--- src/rtl/strip_scheduler_pkg.sv ---
// Shared types and constants for the strip scheduler slice.
package strip_scheduler_pkg;

  // Default filter edge; also the height of one output row-strip.
  localparam int K_DEFAULT = 4;

  // Frame sequencing states.
  typedef enum logic [2:0] {
    ST_IDLE  = 3'd0,
    ST_CHECK = 3'd1,
    ST_ISSUE = 3'd2,
    ST_WAIT  = 3'd3,
    ST_ADV   = 3'd4,
    ST_FIN   = 3'd5
  } state_t;

  // Error codes reported to the host; held until the next accepted start.
  localparam logic [1:0] ERR_NONE  = 2'b00;
  localparam logic [1:0] ERR_DIMS  = 2'b01;
  localparam logic [1:0] ERR_TMO   = 2'b10;
  localparam logic [1:0] ERR_ABORT = 2'b11;

endpackage

--- src/rtl/strip_scheduler_if.sv ---
// Host and engine handshake bundle of the strip scheduler.
// master = host/engine side, slave = the scheduler itself.
interface strip_scheduler_if #(
  parameter int ADDR_W = 16,
  parameter int DIM_W  = 8
);
  logic              start;
  logic              abort;
  logic [ADDR_W-1:0] img_base;
  logic [ADDR_W-1:0] out_base;
  logic [ADDR_W-1:0] flt_base;
  logic [DIM_W-1:0]  img_w;
  logic [DIM_W-1:0]  img_h;
  logic              eng_done;
  logic              eng_start;
  logic              eng_flt_load;
  logic [ADDR_W-1:0] eng_img_addr;
  logic [ADDR_W-1:0] eng_out_addr;
  logic [ADDR_W-1:0] eng_flt_addr;
  logic [DIM_W-1:0]  strip_idx;
  logic              busy;
  logic              done;
  logic [1:0]        err;

  modport master (
    output start, abort, img_base, out_base, flt_base, img_w, img_h, eng_done,
    input  eng_start, eng_flt_load, eng_img_addr, eng_out_addr, eng_flt_addr,
           strip_idx, busy, done, err
  );

  modport slave (
    input  start, abort, img_base, out_base, flt_base, img_w, img_h, eng_done,
    output eng_start, eng_flt_load, eng_img_addr, eng_out_addr, eng_flt_addr,
           strip_idx, busy, done, err
  );
endinterface

--- src/rtl/strip_scheduler_watchdog.sv ---
// Engine watchdog: cleared while a strip is issued, counts while waiting,
// saturates at all-ones and flags expiry there.
module sched_watchdog #(
  parameter int TMO_W = 12
) (
  input  logic clk,
  input  logic rst,
  input  logic clr,
  input  logic en,
  output logic expired
);
  logic [TMO_W-1:0] count_r;

  assign expired = &count_r;

  // Saturating wait counter; clear has priority over counting.
  always_ff @(posedge clk) begin
    if (rst) begin
      count_r <= {TMO_W{1'b0}};
    end else if (clr) begin
      count_r <= {TMO_W{1'b0}};
    end else if (en && !expired) begin
      count_r <= count_r + {{(TMO_W-1){1'b0}}, 1'b1};
    end else begin
      count_r <= count_r;
    end
  end
endmodule

--- src/rtl/strip_scheduler.sv ---
// Frame sequencer: runs the filter engine once per output row-strip,
// stepping strip base addresses by accumulation (no multiplier).
module strip_scheduler
  import strip_scheduler_pkg::*;
#(
  parameter int ADDR_W = 16,
  parameter int DIM_W  = 8,
  parameter int K      = K_DEFAULT,
  parameter int TMO_W  = 12
) (
  input logic              clk,
  input logic              rst,
  strip_scheduler_if.slave bus
);
  localparam logic [DIM_W-1:0]  K_DIM    = DIM_W'(K);
  localparam logic [DIM_W-1:0]  ONE_DIM  = DIM_W'(1);
  localparam logic [ADDR_W-1:0] K_M1_ADR = ADDR_W'(K - 1);

  state_t            state_r;
  logic [ADDR_W-1:0] img_base_r, out_base_r, flt_base_r;
  logic [DIM_W-1:0]  img_w_r, img_h_r, y_r;
  logic [ADDR_W-1:0] img_ptr_r, out_ptr_r;
  logic              eng_start_r, eng_flt_load_r, busy_r, done_r;
  logic [1:0]        err_r;
  logic              expired_s;
  logic [ADDR_W-1:0] img_step_s, out_step_s;
  logic [DIM_W-1:0]  last_y_s;
  logic              bad_dims_s;

  // Input rows advance by the frame width, output rows by width-K+1.
  assign img_step_s = {{(ADDR_W-DIM_W){1'b0}}, img_w_r};
  assign out_step_s = img_step_s - K_M1_ADR;
  assign last_y_s   = img_h_r - K_DIM;
  assign bad_dims_s = (img_w_r < K_DIM) || (img_h_r < K_DIM);

  sched_watchdog #(.TMO_W(TMO_W)) u_wdog (
    .clk     (clk),
    .rst     (rst),
    .clr     (state_r == ST_ISSUE),
    .en      (state_r == ST_WAIT),
    .expired (expired_s)
  );

  // Frame FSM with registered engine/host outputs; abort overrides every busy state.
  always_ff @(posedge clk) begin
    if (rst) begin
      state_r        <= ST_IDLE;
      img_base_r     <= {ADDR_W{1'b0}};
      out_base_r     <= {ADDR_W{1'b0}};
      flt_base_r     <= {ADDR_W{1'b0}};
      img_w_r        <= {DIM_W{1'b0}};
      img_h_r        <= {DIM_W{1'b0}};
      y_r            <= {DIM_W{1'b0}};
      img_ptr_r      <= {ADDR_W{1'b0}};
      out_ptr_r      <= {ADDR_W{1'b0}};
      eng_start_r    <= 1'b0;
      eng_flt_load_r <= 1'b0;
      busy_r         <= 1'b0;
      done_r         <= 1'b0;
      err_r          <= ERR_NONE;
    end else begin
      eng_start_r    <= 1'b0;
      eng_flt_load_r <= 1'b0;
      done_r         <= 1'b0;
      if ((state_r != ST_IDLE) && bus.abort) begin
        err_r   <= ERR_ABORT;
        done_r  <= 1'b1;
        busy_r  <= 1'b0;
        state_r <= ST_IDLE;
      end else begin
        case (state_r)
          ST_IDLE: begin
            if (bus.start) begin
              img_base_r <= bus.img_base;
              out_base_r <= bus.out_base;
              flt_base_r <= bus.flt_base;
              img_w_r    <= bus.img_w;
              img_h_r    <= bus.img_h;
              y_r        <= {DIM_W{1'b0}};
              err_r      <= ERR_NONE;
              busy_r     <= 1'b1;
              state_r    <= ST_CHECK;
            end
          end
          ST_CHECK: begin
            if (bad_dims_s) begin
              err_r   <= ERR_DIMS;
              done_r  <= 1'b1;
              busy_r  <= 1'b0;
              state_r <= ST_IDLE;
            end else begin
              // First strip of the frame: the engine loads the filter.
              img_ptr_r      <= img_base_r;
              out_ptr_r      <= out_base_r;
              eng_start_r    <= 1'b1;
              eng_flt_load_r <= 1'b1;
              state_r        <= ST_ISSUE;
            end
          end
          ST_ISSUE: begin
            state_r <= ST_WAIT;
          end
          ST_WAIT: begin
            if (bus.eng_done) begin
              state_r <= ST_ADV;
            end else if (expired_s) begin
              err_r   <= ERR_TMO;
              done_r  <= 1'b1;
              busy_r  <= 1'b0;
              state_r <= ST_IDLE;
            end
          end
          ST_ADV: begin
            if (y_r == last_y_s) begin
              done_r  <= 1'b1;
              state_r <= ST_FIN;
            end else begin
              // Later strips reuse the loaded filter.
              y_r         <= y_r + ONE_DIM;
              img_ptr_r   <= img_ptr_r + img_step_s;
              out_ptr_r   <= out_ptr_r + out_step_s;
              eng_start_r <= 1'b1;
              state_r     <= ST_ISSUE;
            end
          end
          ST_FIN: begin
            busy_r  <= 1'b0;
            state_r <= ST_IDLE;
          end
          default: begin
            busy_r  <= 1'b0;
            state_r <= ST_IDLE;
          end
        endcase
      end
    end
  end

  assign bus.eng_start    = eng_start_r;
  assign bus.eng_flt_load = eng_flt_load_r;
  assign bus.eng_img_addr = img_ptr_r;
  assign bus.eng_out_addr = out_ptr_r;
  assign bus.eng_flt_addr = flt_base_r;
  assign bus.strip_idx    = y_r;
  assign bus.busy         = busy_r;
  assign bus.done         = done_r;
  assign bus.err          = err_r;
endmodule

--- src/flat_wrapper.sv ---
// flat-port wrapper written by rule: the top's interface ports become plain ports
module strip_scheduler_flat import strip_scheduler_pkg::*;
#(
  parameter int ADDR_W = 16,
  parameter int DIM_W  = 8,
  parameter int K      = K_DEFAULT,
  parameter int TMO_W  = 12
)
  (clk, rst, bus_start, bus_abort, bus_img_base, bus_out_base, bus_flt_base, bus_img_w, bus_img_h, bus_eng_done, bus_eng_start, bus_eng_flt_load, bus_eng_img_addr, bus_eng_out_addr, bus_eng_flt_addr, bus_strip_idx, bus_busy, bus_done, bus_err);
  strip_scheduler_if #(.ADDR_W(ADDR_W), .DIM_W(DIM_W)) bus_i ();
  input logic clk;
  input logic rst;
  input wire logic [$bits(bus_i.start)-1:0] bus_start;
  input wire logic [$bits(bus_i.abort)-1:0] bus_abort;
  input wire logic [$bits(bus_i.img_base)-1:0] bus_img_base;
  input wire logic [$bits(bus_i.out_base)-1:0] bus_out_base;
  input wire logic [$bits(bus_i.flt_base)-1:0] bus_flt_base;
  input wire logic [$bits(bus_i.img_w)-1:0] bus_img_w;
  input wire logic [$bits(bus_i.img_h)-1:0] bus_img_h;
  input wire logic [$bits(bus_i.eng_done)-1:0] bus_eng_done;
  output wire logic [$bits(bus_i.eng_start)-1:0] bus_eng_start;
  output wire logic [$bits(bus_i.eng_flt_load)-1:0] bus_eng_flt_load;
  output wire logic [$bits(bus_i.eng_img_addr)-1:0] bus_eng_img_addr;
  output wire logic [$bits(bus_i.eng_out_addr)-1:0] bus_eng_out_addr;
  output wire logic [$bits(bus_i.eng_flt_addr)-1:0] bus_eng_flt_addr;
  output wire logic [$bits(bus_i.strip_idx)-1:0] bus_strip_idx;
  output wire logic [$bits(bus_i.busy)-1:0] bus_busy;
  output wire logic [$bits(bus_i.done)-1:0] bus_done;
  output wire logic [$bits(bus_i.err)-1:0] bus_err;
  assign bus_i.start = bus_start;
  assign bus_i.abort = bus_abort;
  assign bus_i.img_base = bus_img_base;
  assign bus_i.out_base = bus_out_base;
  assign bus_i.flt_base = bus_flt_base;
  assign bus_i.img_w = bus_img_w;
  assign bus_i.img_h = bus_img_h;
  assign bus_i.eng_done = bus_eng_done;
  assign bus_eng_start = bus_i.eng_start;
  assign bus_eng_flt_load = bus_i.eng_flt_load;
  assign bus_eng_img_addr = bus_i.eng_img_addr;
  assign bus_eng_out_addr = bus_i.eng_out_addr;
  assign bus_eng_flt_addr = bus_i.eng_flt_addr;
  assign bus_strip_idx = bus_i.strip_idx;
  assign bus_busy = bus_i.busy;
  assign bus_done = bus_i.done;
  assign bus_err = bus_i.err;
  strip_scheduler #(.ADDR_W(ADDR_W), .DIM_W(DIM_W), .K(K), .TMO_W(TMO_W)) u_core (.clk(clk), .rst(rst), .bus(bus_i));
endmodule
--- config.mk ---
export PLATFORM = sky130hd
export DESIGN_NAME = strip_scheduler_flat
export DESIGN_NICKNAME = d
export VERILOG_FILES = /design/src/rtl/strip_scheduler_pkg.sv /design/src/rtl/strip_scheduler_if.sv /design/src/rtl/strip_scheduler_watchdog.sv /design/src/rtl/strip_scheduler.sv /design/src/flat_wrapper.sv
export SDC_FILE = /design/constraint.sdc
export NUM_CORES = 1
export LEC_CHECK = 0
export ABC_CLOCK_PERIOD_IN_PS = 9600
export BUFFER_PORTS_ARGS = -buffer_cell sky130_fd_sc_hd__buf_2
export CAP_MARGIN = 20
export CORE_ASPECT_RATIO = 0.7
export CORE_MARGIN = 3
export CORE_UTILIZATION = 55
export DETAILED_ROUTE_END_ITERATION = 8
export PLACE_DENSITY = 0.8
export SYNTH_ARGS = -nofsm -noshare
export SYNTH_HDL_FRONTEND = slang
export SYNTH_SLANG_ARGS = --single-unit
export TNS_END_PERCENT = 10
--- constraint.sdc ---
create_clock -name clk -period 9.6 [get_ports clk]
set_input_delay 0.48 -clock clk [delete_from_list [all_inputs] [get_ports clk]]
set_output_delay 0.48 -clock clk [all_outputs]
set_load 0.01 [all_outputs]
# After elaboration in Yosys (flattened, before gate mapping)

Cells that the tools add are included.

Order comparisons: 2
Equality and inequality tests: 16
Muxes and demuxes: 35
Reduce and logical (&&, ||, !) cells: 20
Add/subtract/negate cells: 6
Bitwise gates (word level): 3

Operators by type and width:

| operator                | count |
|---|---|
| $mux W16                | 4 |
| $pmux W16 S2            | 2 |
| $add A16 B16 Y16        | 1 |
| $add A16 B8 Y16         | 1 |
| $lt A8 B3 Y1 const B    | 2 |
| $mux W8                 | 2 |
| $pmux W8 S2             | 1 |
| $pmux W3 S5             | 1 |
| $add A12 B1 Y12 const B | 1 |
| $mux W2                 | 6 |
| $mux W3                 | 4 |
| $reduce_and A12 Y1      | 1 |
| $mux W1                 | 11 |
| $reduce_and A5 Y1       | 2 |
| $ne A3 B2 Y1 const B    | 3 |
| $sub A8 B2 Y9 const B   | 1 |
| $add A8 B1 Y8 const B   | 1 |
| $eq A8 B8 Y1            | 1 |
| $ne A2 B2 Y1 const B    | 4 |
| $reduce_and A4 Y1       | 2 |
| $sub A8 B3 Y8 const B   | 1 |
| $eq A3 B2 Y1 const B    | 2 |
| $ne A3 B1 Y1 const B    | 2 |
| $pmux W2 S3             | 1 |
| 18 further kinds        | 25 |

Input bits: 69
Flip-flop bits (word level): 125
Word-level logic and storage cells: 97
Output and inout bits: 62

# Logic depth before layout (Yosys ltp)

Depth after elaboration: 5
Mapped depth: 11
Depth with buffers taken out: 10

# By module

Synthesis repeated with hierarchy kept, for this count alone.

Cells, all modules: 848
Area, all modules: 6692.7 sq um

Modules (own cells, without submodules):

| module          | seq. area each (sq um) | cells an instance | instances | area an instance (sq um) |
|---|---|---|---|---|
| strip_scheduler | 2262.2                 | 775               | 1         | 6074.6 |
| sched_watchdog  | 240.2                  | 73                | 1         | 618.1 |

# Worst setup path before layout

Ideal clock, no wire load.

Path kind: register to register
Start: register u_core.img_w_r[2]
End: register u_core.out_ptr_r[15] (netlist: u_core.bus.eng_out_addr[15])
Path slack: 6281 ps
Stages on the path, launching flop included: 11
Clock period less this slack: 3319 ps
Library setup time: 129 ps
Arrival time: 3190 ps
Path through: dfxtp_1 -> or4_4 -> or3_4 -> nor2_1 -> ha_1 -> a21oi_1 -> a21oi_1 -> a2111oi_2 -> o21ai_0 -> xnor2_1 -> o211ai_1

Cells in the longest elaborated chain, start to end: 4
Elaborated cells between the ends (all ways): 8

RTL lines:

| item                                                   | RTL line                                      | text |
|---|---|---|
| from (decl)                                            | strip_scheduler.sv:21                         | `logic [DIM_W-1:0] img_w_r, img_h_r, y_r;` |
| from (signal assigned)                                 | strip_scheduler.sv:51                         | `img_w_r <= {DIM_W{1'b0}};` |
| from (signal assigned)                                 | strip_scheduler.sv:77                         | `img_w_r <= bus.img_w;` |
| $sub A8 B2 Y9 or $lt A8 B3 Y1 (tied branches)          | strip_scheduler.sv:32, strip_scheduler.sv:34  |  |
| $add A16 B16 Y16 or $logic_or A1 B1 Y1 (tied branches) | strip_scheduler.sv:121, strip_scheduler.sv:34 |  |
| $mux W16 or $ne A2 B2 Y1 (tied branches)               | n/a                                           |  |
| $pmux W16 S2 or $reduce_and A4 Y1 (tied branches)      | n/a                                           |  |
| to (signal assigned)                                   | strip_scheduler.sv:55                         | `out_ptr_r <= {ADDR_W{1'b0}};` |
| to (signal assigned)                                   | strip_scheduler.sv:94                         | `out_ptr_r <= out_base_r;` |
| to (signal assigned)                                   | strip_scheduler.sv:121                        | `out_ptr_r <= out_ptr_r + out_step_s;` |
| to (decl)                                              | strip_scheduler.sv:22                         | `logic [ADDR_W-1:0] img_ptr_r, out_ptr_r;` |

Several ways; a longest one is shown, not always the timed one. The select of a mux whose other input is x is not followed.
A chain may end at the register's enable or synchronous reset.

# Worst setup path in the final report

Start: register u_core.img_w_r[2]
End: register u_core.out_ptr_r[13] (netlist: u_core.bus.eng_out_addr[13])

Same word-level chain as after synthesis.

==> results by group <==
Setup path
  • Startpoint types: flip-flop
  • R2r setup slk: roughly 5.8 ns
  • Crit path from: u_core.img_w_r[2]$_SDFFE_PP0P_
  • RR Endpoint: u_core.bus.eng_out_addr[13]$_SDFFE_PP0P_
  • Reg2reg path depth: 10
  • R2R Path Start: u_core.img_w_r[2]$_SDFFE_PP0P_
  • Critical path class: reg -> reg
  • Worst path required time: 9.92 ns
  • Worst endpoint data arrival time: between 4 and 5 ns
  • CP Capture Type: flip-flop
  • Crit-path max FO: 8

Route
  • DRT iter0 DRCs: 612
  • Drt pass-1 iters: 5
  • Vias per cell: around 5.9
  • DRC: 0
  • Post-route antenna net violation count: 0
  • Routed len/inst: approximately 16 um
  • Via count: approximately 6600
  • Final wirelength: between 15000 and 20000 um

Timing
  • Slack of the critical path: slightly below 6 ns
  • Unrepaired setup endpoints after global routing: false
  • Slew margin rel.: 0.3209
  • Final Hold Viols: 0
  • Period utilisation layout: 0.3982
  • Clock Skew: 0.006751 ns
  • Final setup viols: 0
  • Achievable frequency: around 260 MHz
  • Final min period: 3.822 ns
  • Count of final max-slew check failures: 0
  • Worst-margin pin slew: between 1 and 1.5 ns
  • Setup TNS: 0 ns

Global routing
  • First-pass GRT wire length: just under 30000 um
  • Total grt overflow: 0
  • Initial antenna violation count: 0
  • Largest net degree at the start of global routing: between 90 and 100
  • Number of global-route vias before repair: just under 6000
  • Total global-route track usage: 0.2695

Clock tree
  • Post-CTS setup buffers: 0
  • H-tree depth: 4
  • CTS resizes: 0
  • CTS root buf: clkbuf_16
  • Worst-path clk slew: 0.06 ns
  • Hold Buf Count CTS: 0
  • Max Buffers Root-to-Sink: 2
  • CTS Sinks: approximately 130
  • Clock Latency Late Sink: approximately 0.41 ns
  • CTS tree: built
  • Cts bufs inserted: 17

Yosys
  • Mapped Avg Cell Area: around 8 um^2
  • Ys async rst share: 0
  • Count leader, synth: nand2_1
  • Distinct cells, synth: between 70 and 80
  • Seq/Total Area, Yosys: 0.3747
  • Cell taking the most area after synthesis: dfxtp_1
  • Synth warnings: 0
  • Synth Flop Type: dfxtp_1
  • Yosys top cell area share: 0.3747
  • Post-synth net total: between 900 and 1000
  • Most frequent cells after synthesis: nand2_1 (191), dfxtp_1 (125), a21oi_1 (106), clkbuf_1 (42), nor2_1 (39)
  • Synthesized flop and latch total: 125
  • Gate Count Post-Synth: about 840
  • Post-Synthesis Cell Area: approximately 6700 um^2
  • Post-synth EDFFs: 0
  • Largest cells by area after synthesis: dfxtp_1 (37%), nand2_1 (11%), a21oi_1 (7.9%), ha_1 (5.1%), xnor2_1 (2.6%)

Power
  • Internal power: 1107 uW
  • Switching part of the total power: 0.2903
  • Combinational share of power: 0.181
  • Power per cell area: between 150 and 200 nW/um^2
  • Sequential Power Share: 0.371
  • Design Power: approximately 1600 uW
  • Worst vdd ir: ~0.00016 V
  • Clk pwr share: 0.448
  • Leak: 0.003320 uW
  • Net Sw Power: between 400 and 500 uW

Run
  • Max-cap viol count: 0

Worst hold path
  • End of the worst hold path: u_core.img_base_r[0]$_SDFFE_PP0P_
  • Hold_sp: bus_img_base[0]
  • Hold WC Path Type: in -> reg
  • Hold path depth: 3

Die
  • Initial Util: 0.5676
  • Core ar.: 11770 um^2
  • Die Y: between 90 and 100 um
  • Area of the die: roughly 14000 um^2
  • Top Ports: 131
  • Die width: 137.7 um
  • Site Rows: 33

Cells and area
  • Fillers: around 1000
  • Fin util: 0.6808
  • Area delta synth->final: 19.95%
  • Antenna Cells: 0
  • Layout cell share with drive strength beyond 1: 0.1992
  • Final #Nets: 1039

Run status
  • Status: finished, final reports clean

Place
  • Hpwl dp: roughly 12000 um
  • Input/output buffers: 130
  • DP Worst Slack: ~5.8 ns
  • RD Place Congestion: about 0.9
## worst max-delay path by stage
| stage | to | slack [ns] | cells after the start |
|---|---|---|---|
| after global placement | u_core.bus.eng_out_addr[15]$_SDFFE_PP0P_ | 5.93 | 10 |
| after detailed placement | u_core.bus.eng_out_addr[15]$_SDFFE_PP0P_ | 5.82 | 10 |
| final | u_core.bus.eng_out_addr[13]$_SDFFE_PP0P_ | 5.78 | 10 |
| after global routing | u_core.bus.eng_out_addr[15]$_SDFFE_PP0P_ | 5.48 | 10 |
| after CTS | u_core.bus.eng_out_addr[15]$_SDFFE_PP0P_ | 5.81 | 10 |
| after floorplan | u_core.bus.eng_out_addr[15]$_SDFFE_PP0P_ | 6.28 | 10 |
## stage by stage
step	area (um^2)	std cells	hold WS [ns]
2_1_floorplan	6679	837	0.4323
3_3_place_gp	7350	1078	0.4400
3_5_place_dp	7350	1078	0.4462
4_1_cts	7996	1110	0.2860
5_1_grt	8011	1111	0.2972
6_report	8011	1111	0.2993
## power groups by stage
stage               sequential [uW]  combinational [uW]  clock (uW)
floorplan                       587                 198           0
global placement                587                 271           0
detailed placement              588                 275           0
CTS                             577                 278         709
global route                    582                 313         731
finish                          578                 282         699
## worst max-delay path: stages, from the launching register on
cell	delay [ns]
dfxtp_1	0.37
or4_4	0.57
or3_4	0.37
nor2_1	0.49
ha_1	0.42
a21oi_1	0.30
a21oi_1	0.15
a2111oi_2	0.52
o211a_1	0.20
o21ai_0	0.07
a311oi_1	0.27
## layout by cell type, fill, tap and decap left out, types with 5 or more instances in the layout
master	synthesis	routed
dfxtp_1	125	125
clkbuf_16	0	17
a311oi_1	8	8
nand3_1	16	16
o21ai_0	25	25
o31ai_1	6	6
and4_1	6	6
and3_1	6	6
o31a_1	5	5
xor2_1	17	17
nand2b_1	7	7
o32ai_1	9	9
o2111ai_1	10	10
and2_1	6	5
a21oi_1	106	106
a211oi_1	19	19
buf_2	2	129
or3_1	7	7
buf_4	2	5
inv_1	21	21
nor3_1	15	15
a31oi_1	7	7
o211ai_1	10	10
nand4_1	10	10
nor2_1	39	39
ha_1	27	27
nand2_1	191	190
xnor2_1	20	20
a2111o_1	5	5
## cell type report
type / instances / area (um^2) / area share
sequential: 125 / 2502 / 0.3124
clock inverter: 14 / 207.7 / 0.02593
multi-input combinational: 640 / 3885 / 0.4849
inverter: 22 / 82.58 / 0.01031
clock buffer: 18 / 439.2 / 0.05482
timing repair buffer: 135 / 698.2 / 0.08715
tap: 157 / 196.4 / 0.02452
## flip-flops by register name, indices dropped and copies added (netlist names), 12 cells and up
| register | count |
|---|---|
| u_core.bus.eng_img_addr | 16 |
| u_core.bus.eng_out_addr | 16 |
| u_core.out_base_r | 16 |
| u_core.bus.eng_flt_addr | 16 |
| u_core.img_base_r | 16 |
| u_core.u_wdog.count_r | 12 |
## layer usage
metal,share of wire,GRT usage
met1,0.47,0.4000
met2,0.42,0.3831
met3,0.091,0.06437
met4,0.013,0.08732
met5,0,0
## logic make-up after synthesis
logic type,share of synthesized area
and+or+nand+nor,0.2117
buffers and inverters,0.04421
DFF,0.3747
adders and majority gates,0.05658
muxes,0.004496
xor gates and xnor gates,0.04852
AOI/OAI and AO/OA,0.2598
No activity file was read; power rests on OpenSTA's default activity.
